## src/rtl/xfer_scheduler_pkg.sv

```systemverilog
// xfer_scheduler_pkg: shared state encoding and size defaults for the transfer scheduler
package xfer_scheduler_pkg;
   localparam int DEF_ADDR_W = 4;
   localparam int DEF_LEN_W  = 5;
   localparam int MAX_LEN    = 16;
   typedef enum logic [1:0] {IDLE, READ, DRAIN, DONE} state_e;
endpackage

```

## src/rtl/rr_arb2.sv

```systemverilog
// rr_arb2: two-requester round-robin pick; on a tie the side not granted last wins
module rr_arb2 (
   input  logic [1:0] req,
   input  logic       last,
   output logic [1:0] gnt
);
   always_comb gnt = (req == 2'b11) ? (last ? 2'b01 : 2'b10) : req;
endmodule

```

## src/rtl/xfer_scheduler.sv

```systemverilog
// xfer_scheduler: arbitrates two requesters and copies memory A to memory B word by word,
// writing each read word one cycle later once the read data has returned.
module xfer_scheduler
   import xfer_scheduler_pkg::*;
#(
   parameter int ADDR_W = DEF_ADDR_W,
   parameter int LEN_W  = DEF_LEN_W
) (
   input  logic              clk,
   input  logic              Reset,
   input  logic              Req0,
   input  logic              Req1,
   input  logic [ADDR_W-1:0] SrcBase0,
   input  logic [ADDR_W-1:0] SrcBase1,
   input  logic [ADDR_W-1:0] DstBase0,
   input  logic [ADDR_W-1:0] DstBase1,
   input  logic [LEN_W-1:0]  Len0,
   input  logic [LEN_W-1:0]  Len1,
   output logic              Gnt0,
   output logic              Gnt1,
   output logic              Done0,
   output logic              Done1,
   output logic              Busy,
   output logic              REA,
   output logic [ADDR_W-1:0] AddrA,
   output logic              WEB,
   output logic [ADDR_W-1:0] AddrB
);
   state_e              state_q, state_d;
   logic [LEN_W-1:0]    cnt_q, cnt_d, len_q, len_d, len_in;
   logic [ADDR_W-1:0]   src_q, src_d, dst_q, dst_d, addra_q, addra_d, addrb_q, addrb_d;
   logic                last_q, last_d, rea_q, rea_d, web_q, web_d, busy_q;
   logic [1:0]          gnt_q, gnt_d, done_q, done_d, arb_gnt;

   rr_arb2 u_arb (.req({Req1, Req0}), .last(last_q), .gnt(arb_gnt));

   assign len_in = arb_gnt[1] ? Len1 : Len0;

   // Outputs are next-cycle values registered at the edge, so each register holds what its cycle needs
   always_comb begin
      state_d = state_q;
      cnt_d   = cnt_q;
      len_d   = len_q;
      src_d   = src_q;
      dst_d   = dst_q;
      last_d  = last_q;
      gnt_d   = 2'b00;
      done_d  = 2'b00;
      rea_d   = 1'b0;
      web_d   = 1'b0;
      addra_d = addra_q;
      addrb_d = addrb_q;
      case (state_q)
         IDLE: if (|arb_gnt) begin
            last_d = arb_gnt[1];
            src_d  = arb_gnt[1] ? SrcBase1 : SrcBase0;
            dst_d  = arb_gnt[1] ? DstBase1 : DstBase0;
            len_d  = (len_in > LEN_W'(MAX_LEN)) ? LEN_W'(MAX_LEN) : len_in;
            cnt_d  = '0;
            gnt_d  = arb_gnt;
            if (len_d == '0) begin
               state_d = DONE;
               done_d  = arb_gnt;
            end else begin
               state_d = READ;
               rea_d   = 1'b1;
               addra_d = src_d;
            end
         end
         READ: begin
            web_d   = 1'b1;
            addrb_d = dst_q + ADDR_W'(cnt_q);
            if (cnt_q + LEN_W'(1) < len_q) begin
               cnt_d   = cnt_q + LEN_W'(1);
               rea_d   = 1'b1;
               addra_d = src_q + ADDR_W'(cnt_d);
            end else state_d = DRAIN;
         end
         DRAIN: begin
            state_d = DONE;
            done_d  = last_q ? 2'b10 : 2'b01;
         end
         default: state_d = IDLE;
      endcase
   end

   always_ff @(posedge clk or negedge Reset) begin
      if (!Reset) begin
         state_q <= IDLE;
         cnt_q   <= '0;
         len_q   <= '0;
         src_q   <= '0;
         dst_q   <= '0;
         last_q  <= 1'b1;
         gnt_q   <= '0;
         done_q  <= '0;
         rea_q   <= 1'b0;
         web_q   <= 1'b0;
         busy_q  <= 1'b0;
         addra_q <= '0;
         addrb_q <= '0;
      end else begin
         state_q <= state_d;
         cnt_q   <= cnt_d;
         len_q   <= len_d;
         src_q   <= src_d;
         dst_q   <= dst_d;
         last_q  <= last_d;
         gnt_q   <= gnt_d;
         done_q  <= done_d;
         rea_q   <= rea_d;
         web_q   <= web_d;
         busy_q  <= (state_d != IDLE);
         addra_q <= addra_d;
         addrb_q <= addrb_d;
      end
   end

   assign {Gnt1, Gnt0}   = gnt_q;
   assign {Done1, Done0} = done_q;
   assign Busy  = busy_q;
   assign REA   = rea_q;
   assign WEB   = web_q;
   assign AddrA = addra_q;
   assign AddrB = addrb_q;
endmodule
```

## config.mk

```make
export PLATFORM = sky130hd
export DESIGN_NAME = xfer_scheduler
export DESIGN_NICKNAME = d
export VERILOG_FILES = /design/src/rtl/xfer_scheduler_pkg.sv /design/src/rtl/rr_arb2.sv /design/src/rtl/xfer_scheduler.sv
export SDC_FILE = /design/constraint.sdc
export NUM_CORES = 1
export LEC_CHECK = 0
export CORE_MARGIN = 2
export CORE_UTILIZATION = 25
export DETAILED_ROUTE_END_ITERATION = 10
export DONT_BUFFER_PORTS = 1
export GPL_ROUTABILITY_DRIVEN = 0
export GPL_TIMING_DRIVEN = 0
export HOLD_SLACK_MARGIN = 0.1
export SETUP_SLACK_MARGIN = 0.4
export SYNTH_ARGS = -nofsm -noshare
export SYNTH_HDL_FRONTEND = slang
export SYNTH_SLANG_ARGS = --single-unit
```

## constraint.sdc

```tcl
create_clock -name clk -period 2.5 [get_ports clk]
set_input_delay 0.5 -clock clk [delete_from_list [all_inputs] [get_ports clk]]
set_output_delay 0.5 -clock clk [all_outputs]
set_load 0.1 [all_outputs]
```

== After elaboration in Yosys (flattened, before gate mapping) ==
Cells that the tools add are included.

* Output and inout port bits: 15
* Logic and storage cells: 60
* Bits in registers: 36

* Reductions and logical operators: 8
* Magnitude comparators: 2
* Eq/ne operators: 6
* $add $sub $neg: 3
* Mux-type cells: 28

{| class="wikitable"
|+ Operators with widths
! operator !! number
|-
| two-way mux 2 bit || 10
|-
| two-way mux 4 bit || 5
|-
| two-way mux 5 bit || 4
|-
| one-hot mux 5 bit (2 select lines) || 1
|-
| adder 4 bit || 2
|-
| one-hot mux 4 bit (2 select lines) || 1
|-
| != test 2 bit, second input constant || 3
|-
| one-hot mux 2 bit (3 select lines) || 1
|-
| adder 5 x 1 -> 5 bit, second input constant || 1
|-
| greater-than comparator 5 bit, second input constant || 1
|-
| logical NOT 5 bit || 1
|-
| less-than comparator 5 bit || 1
|-
| equality test 2 bit, second input constant || 2
|-
| two-way mux 1 bit || 4
|-
| one-hot mux 2 bit (2 select lines) || 1
|-
| AND reduction 4 bit || 1
|-
| nonzero test 2 bit || 2
|-
| AND reduction 3 bit || 1
|-
| equality test 2 x 1 -> 1 bit, second input constant || 1
|-
| logical NOT 2 bit || 1
|-
| one-hot mux 1 bit (2 select lines) || 1
|-
| AND reduction 2 bit || 1
|-
| OR reduction 2 bit || 1
|}

== Longest topological paths before layout ==
Gate-level depths: netlist of the first run.

* Word-level depth: 10
* Depth in mapped cells: 9
* Mapped depth without buffers: 9

== By module ==
Synthesis of the first run repeated with hierarchy kept, for this count alone.

* Cells, all modules: 189
* Area total of the unflattened synthesis: 1,956.9 µm²

{| class="wikitable"
|+ By module, submodules not included
! module !! area an instance (µm²) !! seq. area each (µm²) !! instances !! cells each
|-
| xfer_scheduler || 1,938.1 || 902.1 || 1 || 186
|-
| rr_arb2 || 18.8 || 0.0 || 1 || 3
|}

== Least setup slack after synthesis of the first run ==
OpenSTA, ideal clock, no wires.

* Path type: register -> register
* Start: register cnt_q[0]
* End: register addra_q[0] (netlist: AddrA[0])
* Required time: 2,375 ps
* Stages on the path, launching flop included: 10
* Library setup time: 125 ps
* Setup slack: 68 ps
* Buffers on the path: 0
* Data arrival time: 2,307 ps
* Cells stage by stage: dfrtp_1 ha_1 nand3_1 xnor2_1 ha_1 or3_4 nor3b_4 nor2_2 a21boi_4 mux2_4

* Longest elaborated chain between the ends: 4
* Elaborated cells on any way between the ends: 7

{| class="wikitable"
|+ Ends and longest elaborated chain
! what !! line !! RTL
|-
| start, declared || xfer_scheduler.sv:30 || <nowiki>logic [LEN_W-1:0] cnt_q, cnt_d, len_q, len_d, len_in;</nowiki>
|-
| start signal, assigned || xfer_scheduler.sv:104 || <nowiki>cnt_q <= cnt_d;</nowiki>
|-
| adder 5 x 1 -> 5 bit * || xfer_scheduler.sv:73, xfer_scheduler.sv:74 ||
|-
| less-than comparator 5 bit or adder 4 bit (tied branches) || xfer_scheduler.sv:73, xfer_scheduler.sv:76 ||
|-
| != test 2 bit (no source line) or two-way mux 4 bit (tied branches) || - ||
|-
| AND reduction 4 bit (no source line) or one-hot mux 4 bit (2 select lines) (tied branches) || - ||
|-
| end signal, assigned || xfer_scheduler.sv:114 || <nowiki>addra_q <= addra_d;</nowiki>
|-
| end, declared || xfer_scheduler.sv:31 || <nowiki>logic [ADDR_W-1:0] src_q, src_d, dst_q, dst_d, addra_q, addra_d, addrb_q, addrb_d;</nowiki>
|}

Mark *: on every way between the ends. The rest lies on a longest branch, timed or not. The select of a mux whose other input is x is not followed.
A chain may end at the register's enable or synchronous reset.

== Final worst setup path of the first run ==
* Start: register cnt_q[1]
* End: register addra_q[3] (netlist: AddrA[3])

The elaborated chain is that of the path after synthesis.

==> out/results.txt, run 1 <==
The overall global routing resource usage came out at 0.107. At the later pin of the worst-skew pair, clock insertion delay measures 290 ps. The tools report the fraction of the yosys area taken by sequential cells as 0.442. For the routing usage on met3, the log shows 0.0271. The global-route congestion overflow total was 0. The worst hold path belongs to the class in -> reg. After synthesis the netlist holds a flip-flop and latch count of 36.

The setup path with the least slack is of type reg -> reg. Maximum fanout encountered on the critical timing path: 5. The core area was 7810 um^2.

The register clock-pin slew on the reported worst setup and hold paths was 70 ps; the largest stage delay on the critical path was 400 ps. The count of endpoints failing setup in the final report came out at 0. Placement-stage cell area: 2190 um^2. The library cells used most frequently in the layout, excluding fill and tap cells, are 32 x sky130_fd_sc_hd__dfrtp_1, 22 x sky130_fd_sc_hd__o21ai_0, 20 x sky130_fd_sc_hd__nand2_1. The layout cell share with drive strength beyond 1 came out at 0.216. Buffer type at the clock tree root: sky130_fd_sc_hd__clkbuf_8. After detailed routing, the number of remaining DRC violations is 0. The filler cells instantiated in the layout total 808. The aggregate routed wire length is 4200 um, and the pre-CTS worst setup slack is -2.47 ps. STA classifies the critical path endpoint as a flip-flop.

The logs give 0.132 for the global-route met1 utilization and 36 for the clock sink count. Max-cap violations in this run came to 0. The logs give 2 for the CTS H-tree depth and 1,427 for the via count of the routed design. The flow ran to the end, and the final reports show no timing, DRC or antenna violations. The commonest non-fill, non-tap cell in the layout is sky130_fd_sc_hd__dfrtp_1. The signal on the critical path passes through ha_4 -> nand3_4 -> xnor2_2 -> ha_2 -> or3_4 -> nor3b_4 -> nor2_4 -> a21boi_4 -> mux2_4. TritonCTS built the clock tree. Based on the critical path, the design can be clocked at up to 0.430 GHz. In the post-route analysis, the smallest setup slack over all paths is 176 ps.

Counting every net in the synthesized netlist gives 240. The fraction of synthesis flops using an asynchronous set or reset pin was 1.00; the first-iteration detailed-routing DRC count was 46. Using the TritonRoute via totals, the vias-per-cell ratio works out to 4.46. Setup repair after global routing could not meet its margin everywhere.

Starting density of the core: 0.261. The count of yosys warnings during synthesis was 0. The initialized floorplan defines 32 standard-cell rows.

The most used flip-flop cell after synthesis is sky130_fd_sc_hd__dfrtp_1. The final instance area was 2420 um^2; the antenna diode count was 0. The count of buffers from port buffering is 0. For the worst clock skew, the log shows 8.88 ps. At the worst endpoint, the arrival time is 2490 ps. The kind of cell with the highest combined delay along the critical path is simple AND/OR/NAND/NOR gates.

The synthesized netlist occupies a cell area of 2040 um^2. The synthesized design contains 0 enable-type register cells. STA puts the critical path data required time at 2670 ps. The die is 94.4 um wide. The first global-routing pass estimated 7420 um of wire. The maximum number of pins on one net before global-route repair is 37, and the number of detailed-routing iterations run before antenna repair is 4. The HPWL after detailed placement is 3120 um. The synthesis-to-finish area growth is 18.8%, and the I/O pin total is 45. The run gives 0 as the number of antenna violations at the first check in global routing. The average footprint of a synthesized cell is 10.4 um^2, and the height of the die is 94.4 um. The count of nets left with antenna violations after detail routing is 0, and the global-route track usage on met2 is 0.182. Maximum count of clock buffers along a single path: 2. The net count of the finished layout is 260. The transition time at the pin with the least slew margin is 956 ps.

Counting the buffers created by CTS gives 5. The worst max-slew margin expressed relative to the limit came out at 0.358. After detailed routing, the average wire length per cell comes to 13.1 um. Adding up every negative setup slack in the final design gives 0 ps. The number of failing hold endpoints at the final stage was 0; the final critical-path share of the clock period was 0.930. Overall die area: 8900 um^2.

Count of unique library cells instantiated by Yosys: 38. The worst setup path is launched from a flip-flop. The number of buffers and inverters on the critical path works out to 0.

The run gives 0 as the number of pins exceeding their max-slew limit in the final report. The via count of the first global-routing pass is 1,542. Counting I/O delays and the setup requirement, the final critical path takes 2320 ps. Among all stages on the critical path, the largest delay is contributed by sky130_fd_sc_hd__dfrtp_2. In the synthesized netlist, the number of instances is 197. Total instance count after detailed placement: 299. The busiest metal layer after global routing was met2. The run gives 320 as the final cell count without fillers.
[stage by stage]
step / utilization / hold slack [ps]
after floorplan: - / 204
after global routing: 0.311 / 337
after CTS: 0.304 / 342
after global placement: 0.281 / 206
final: 0.311 / 349
after detailed placement: 0.281 / 206
[synthesized netlist by cell type, drive strengths merged (2+ instances only)]
library cell / instances / share of area
nor3: 3 / 0.0074
nor2: 10 / 0.020
xor2: 4 / 0.017
buf: 4 / 0.016
clkbuf: 4 / 0.0074
a21boi: 4 / 0.022
o31ai: 3 / 0.011
nand2b: 2 / 0.0098
and2: 2 / 0.0061
nand3: 4 / 0.0098
o21ai: 27 / 0.066
or3: 6 / 0.023
a21o: 2 / 0.0074
dfrtp: 35 / 0.43
ha: 11 / 0.067
a21oi: 9 / 0.022
nand2: 20 / 0.037
mux2: 5 / 0.037
mux2i: 12 / 0.059
inv: 15 / 0.028
fa: 2 / 0.020
xnor2: 4 / 0.017
[worst reg2reg max path, delay by kind of cell, from the launching register on]
kind / cells / cell delay, ps
flip-flops: 1 / 400
AND/OR/NAND/NOR: 4 / 790
adder cells (fa/ha/maj): 2 / 350
AO/OA/AOI/OAI: 1 / 180
multiplexers: 1 / 350
XOR/XNOR: 1 / 150
[path summary, 6_finish.rpt]
path | startpoint | endpoint | slack (ps) | depth (start not counted)
max | cnt_q[1]$_DFFE_PN0P_ | AddrA[3]$_DFFE_PN0P_ | 180 | 9
min | Req0 | gnt_q[0]$_DFF_PN0_ | 350 | 2
max reg2reg | cnt_q[1]$_DFFE_PN0P_ | AddrA[3]$_DFFE_PN0P_ | 180 | 9
min reg2reg | len_q[0]$_DFFE_PN0P_ | len_q[0]$_DFFE_PN0P_ | 490 | 2
max in group asynchronous | Reset | last_q$_DFFE_PN1P_ | 1600 | 2
min in group asynchronous | Reset | cnt_q[2]$_DFFE_PN0P_ | 650 | 2
[logic make-up (layout without fill, tap and decap cells)]
family	Yosys count	after routing	share of synthesized area
mux	17	17	0.0956
flops	36	36	0.442
xor+xnor	9	9	0.0460
compound gates	49	49	0.150
fa+ha+maj	13	13	0.0871
simple gates	50	50	0.129
buf+inv	23	44	0.0509
[flip-flops by register name, indices dropped and copies added, names as in the netlist]
signal	flops
cnt_q	5
WEB	1
AddrB	4
done_q	2
dst_q	4
AddrA	4
src_q	4
last_q	1
state_q	2
Busy	1
gnt_q	2
len_q	5
REA	1
[metal layers]
layer,wire (um),share of wire
met2,2040,0.49
met1,1910,0.45
met5,0,0
met3,191,0.045
met4,61,0.015
[layout make-up]
class / count / area (um^2) / area share
multi-input cells: 138 / 1090 / 0.448
flip-flops and latches: 36 / 906 / 0.374
well taps: 102 / 128 / 0.0526
repair buffers: 13 / 116 / 0.0480
clock buffers: 7 / 76.3 / 0.0315
inverters: 15 / 56.3 / 0.0232
plain buffers: 8 / 50.0 / 0.0206
clock inverters: 1 / 5.00 / 0.00206
[what timing repair did]
item,4_1_cts,5_1_grt
resized for setup,7,7
buffers inserted,6,5
pin swaps,5,6
endpoints found under the setup margin,11,20
hold buffers,2,0
endpoints found under the hold margin,36,0
cloned,0,0
Power of run 1 is not shown: default switching activity piles up to over one toggle a cycle in this logic, so the estimate is an artifact.
==> run 2: changes to the inputs <==
Settings changed: HOLD_SLACK_MARGIN 0.1 to default.
==> run 2 against run 1 <==
Against the previous run:
- final cell count shrank 0.31%
- clock-buffer cell count is the same
- global-route usage grew 0.051 points
- fmax is essentially flat
- first-iteration DRC count grew 20%
- setup slack is essentially flat
- clock skew is essentially flat
- utilization shrank 0.13 points
- sequential share of layout area grew 0.15 points
- largest cell class unchanged
- cell area shrank 0.41%
- via count is essentially flat
==> out/results.txt, run 2 (synthesis results as in run 1) <==
The number of antenna violations at the first check in global routing is 0, and the half-perimeter wire length of the detailed placement result is 3120 um. The overall global routing resource usage was 0.108. The library cells used most frequently in the layout, excluding fill and tap cells, are 32 x sky130_fd_sc_hd__dfrtp_1, 22 x sky130_fd_sc_hd__o21ai_0, 20 x sky130_fd_sc_hd__nand2_1. Final critical-path share of the clock period: 0.930. In the post-route analysis, the smallest setup slack over all paths is 175 ps.

For this run, design rule violations remaining after detail routing come to 0. The final layout contains routed wiring with a total length of 4240 um. The worst setup path is launched from a flip-flop. Setup violations remaining at the end of the flow were counted as 0.

For this run, the detailed router's first-pass iteration total came to 4. The critical path in this run is classified as reg -> reg. The die covers 8900 um^2. For this run, the top clock speed supported by timing is 0.430 GHz.

In this run, placement finished with an instance count of 299. The count of buffers from port buffering came out at 0. Data on the critical path arrives at its endpoint at 2500 ps. Buffers inserted during clock tree synthesis total 5. The required time reported for the critical path endpoint is 2670 ps, and the area used by sequential logic in the layout is 906 um^2. The number of pins exceeding their max-slew limit in the final report was 0; the number of max-cap violations was 0.

The repair_antennas step left the layout with diodes totalling 0. The tools report the buffer type at the clock tree root as sky130_fd_sc_hd__clkbuf_8. In the routed layout, each cell is associated on average with a via count of 4.47. Timing analysis after detailed placement gives a worst setup slack of -2.47 ps. The logs give 36 for the maximum number of pins on one net before global-route repair and 180 ps for the minimum setup slack among reg-to-reg paths. STA classifies the critical path endpoint as a flip-flop.

The later pin in the worst-skew pair is clocked with a latency of 290 ps. Measured along the y axis, the die boundary spans 94.4 um. The final-stage net count came out at 259.

The worst max-slew margin expressed relative to the limit is 0.358, and the count of nets left with antenna violations after detail routing is 0. The core region is 7810 um^2. Setup repair after global routing could not meet its margin everywhere.

After filler insertion, the fill cell instance count of the layout stands at 806. The layout cell share with drive strength beyond 1 was 0.217; the via count of the routed design was 1,426. Clock-pin slew was measured on the worst setup and hold paths at 70 ps. The critical path goes through ha_4 -> nand3_4 -> xnor2_2 -> ha_2 -> or3_4 -> nor3b_4 -> nor2_4 -> a21boi_4 -> mux2_4.

The largest individual stage delay along the critical path comes from the cell sky130_fd_sc_hd__dfrtp_2. The number of failing hold endpoints at the final stage is 0. The logs give 36 for the clock sink count and 32 for the number of rows in the core area. Grouping stages by cell kind, the critical path spends the most delay in simple AND/OR/NAND/NOR gates. For the pin with the worst max-slew slack, the measured transition is 956 ps. The maximum fanout encountered on the critical timing path was 5; the largest stage delay on the critical path was 400 ps. The library cell used most frequently in the layout, excluding fill and tap cells, is sky130_fd_sc_hd__dfrtp_1. The first-iteration detailed-routing DRC count was 55. The die is 94.4 um wide. The clock arrives with 8.42 ps of skew. CTS H-tree depth: 2. The via count of the first global-routing pass came out at 1,538.

The clock passes through at most 2 buffers. TritonCTS built the clock tree. The logs give 0.261 for the starting density of the core and 0 ps for the sum of negative setup slack. The worst hold path belongs to the class in -> async. The global-route congestion overflow total is 0, and the synthesis-to-finish area growth is 18.3%.

In the final layout, the multi-input gates occupy 1090 um^2. The mean routed wirelength per cell was 13.3 um. The flow ran to the end, and the final reports show no timing, DRC or antenna violations. The I/O pin total was 45. The largest registers in the layout are cnt_q x5, len_q x5. Across all hold checks on the routed design, the worst slack comes to 41.9 ps. Together, buffers and inverters on the worst path number 0. The final critical-path required period is 2320 ps, and the first-pass GRT wire length is 7450 um.

Leaving out filler cells and counting taps, the final layout contains 319.
-- run 2: final timing paths --
kind	start	end	cells past startpoint
worst max-delay path	cnt_q[1]$_DFFE_PN0P_	AddrA[3]$_DFFE_PN0P_	9
worst min-delay path	Reset	cnt_q[2]$_DFFE_PN0P_	1
worst max register to register	cnt_q[1]$_DFFE_PN0P_	AddrA[3]$_DFFE_PN0P_	9
worst min register to register	len_q[0]$_DFFE_PN0P_	len_q[0]$_DFFE_PN0P_	2
max in group asynchronous	Reset	cnt_q[1]$_DFFE_PN0P_	1
min in group clk	Req0	gnt_q[0]$_DFF_PN0_	2
-- run 2: per-stage QoR --
stage / instance area (um^2) / utilization
4_1_cts: 2360 / 0.303
6_report: 2410 / 0.309
5_1_grt: 2410 / 0.309
3_5_place_dp: 2190 / 0.281
2_1_floorplan: 2070 / -
3_3_place_gp: 2190 / 0.281
-- run 2: final cells by class --
class | instances | area share
Multi-Input combinational cell | 138 | 0.450
Tap cell | 102 | 0.0528
Clock inverter | 1 | 0.00207
Timing Repair Buffer | 12 | 0.0440
Inverter | 15 | 0.0233
Sequential cell | 36 | 0.375
Clock buffer | 7 | 0.0316
Buffer | 8 | 0.0207
-- run 2: worst reg2reg max path, stage by stage (launching register included) --
cell and delay [ps]:
sky130_fd_sc_hd__dfrtp_2 400, sky130_fd_sc_hd__ha_4 170, sky130_fd_sc_hd__nand3_4 90, sky130_fd_sc_hd__xnor2_2 150
sky130_fd_sc_hd__ha_2 180, sky130_fd_sc_hd__or3_4 390, sky130_fd_sc_hd__nor3b_4 260, sky130_fd_sc_hd__nor2_4 50
sky130_fd_sc_hd__a21boi_4 180, sky130_fd_sc_hd__mux2_4 350
-- run 2: repair_timing --
item                                    in CTS  in global routing
setup buffers                                6                  5
endpoints found under the hold margin       35                  0
endpoints found under the setup margin      11                 20
hold buffers                                 1                  0
resized for setup                            7                  7
pin swaps                                    5                  6
cloned                                       0                  0
-- run 2: metal layers --
layer	vias to the layer above	global-route usage	part of all wire
met5	-	0	0
met4	0	0.0386	0.014
li1	717	-	-
met3	8	0.0271	0.045
met2	28	0.180	0.48
met1	673	0.135	0.46
Power of run 2 is left out for the same reason.
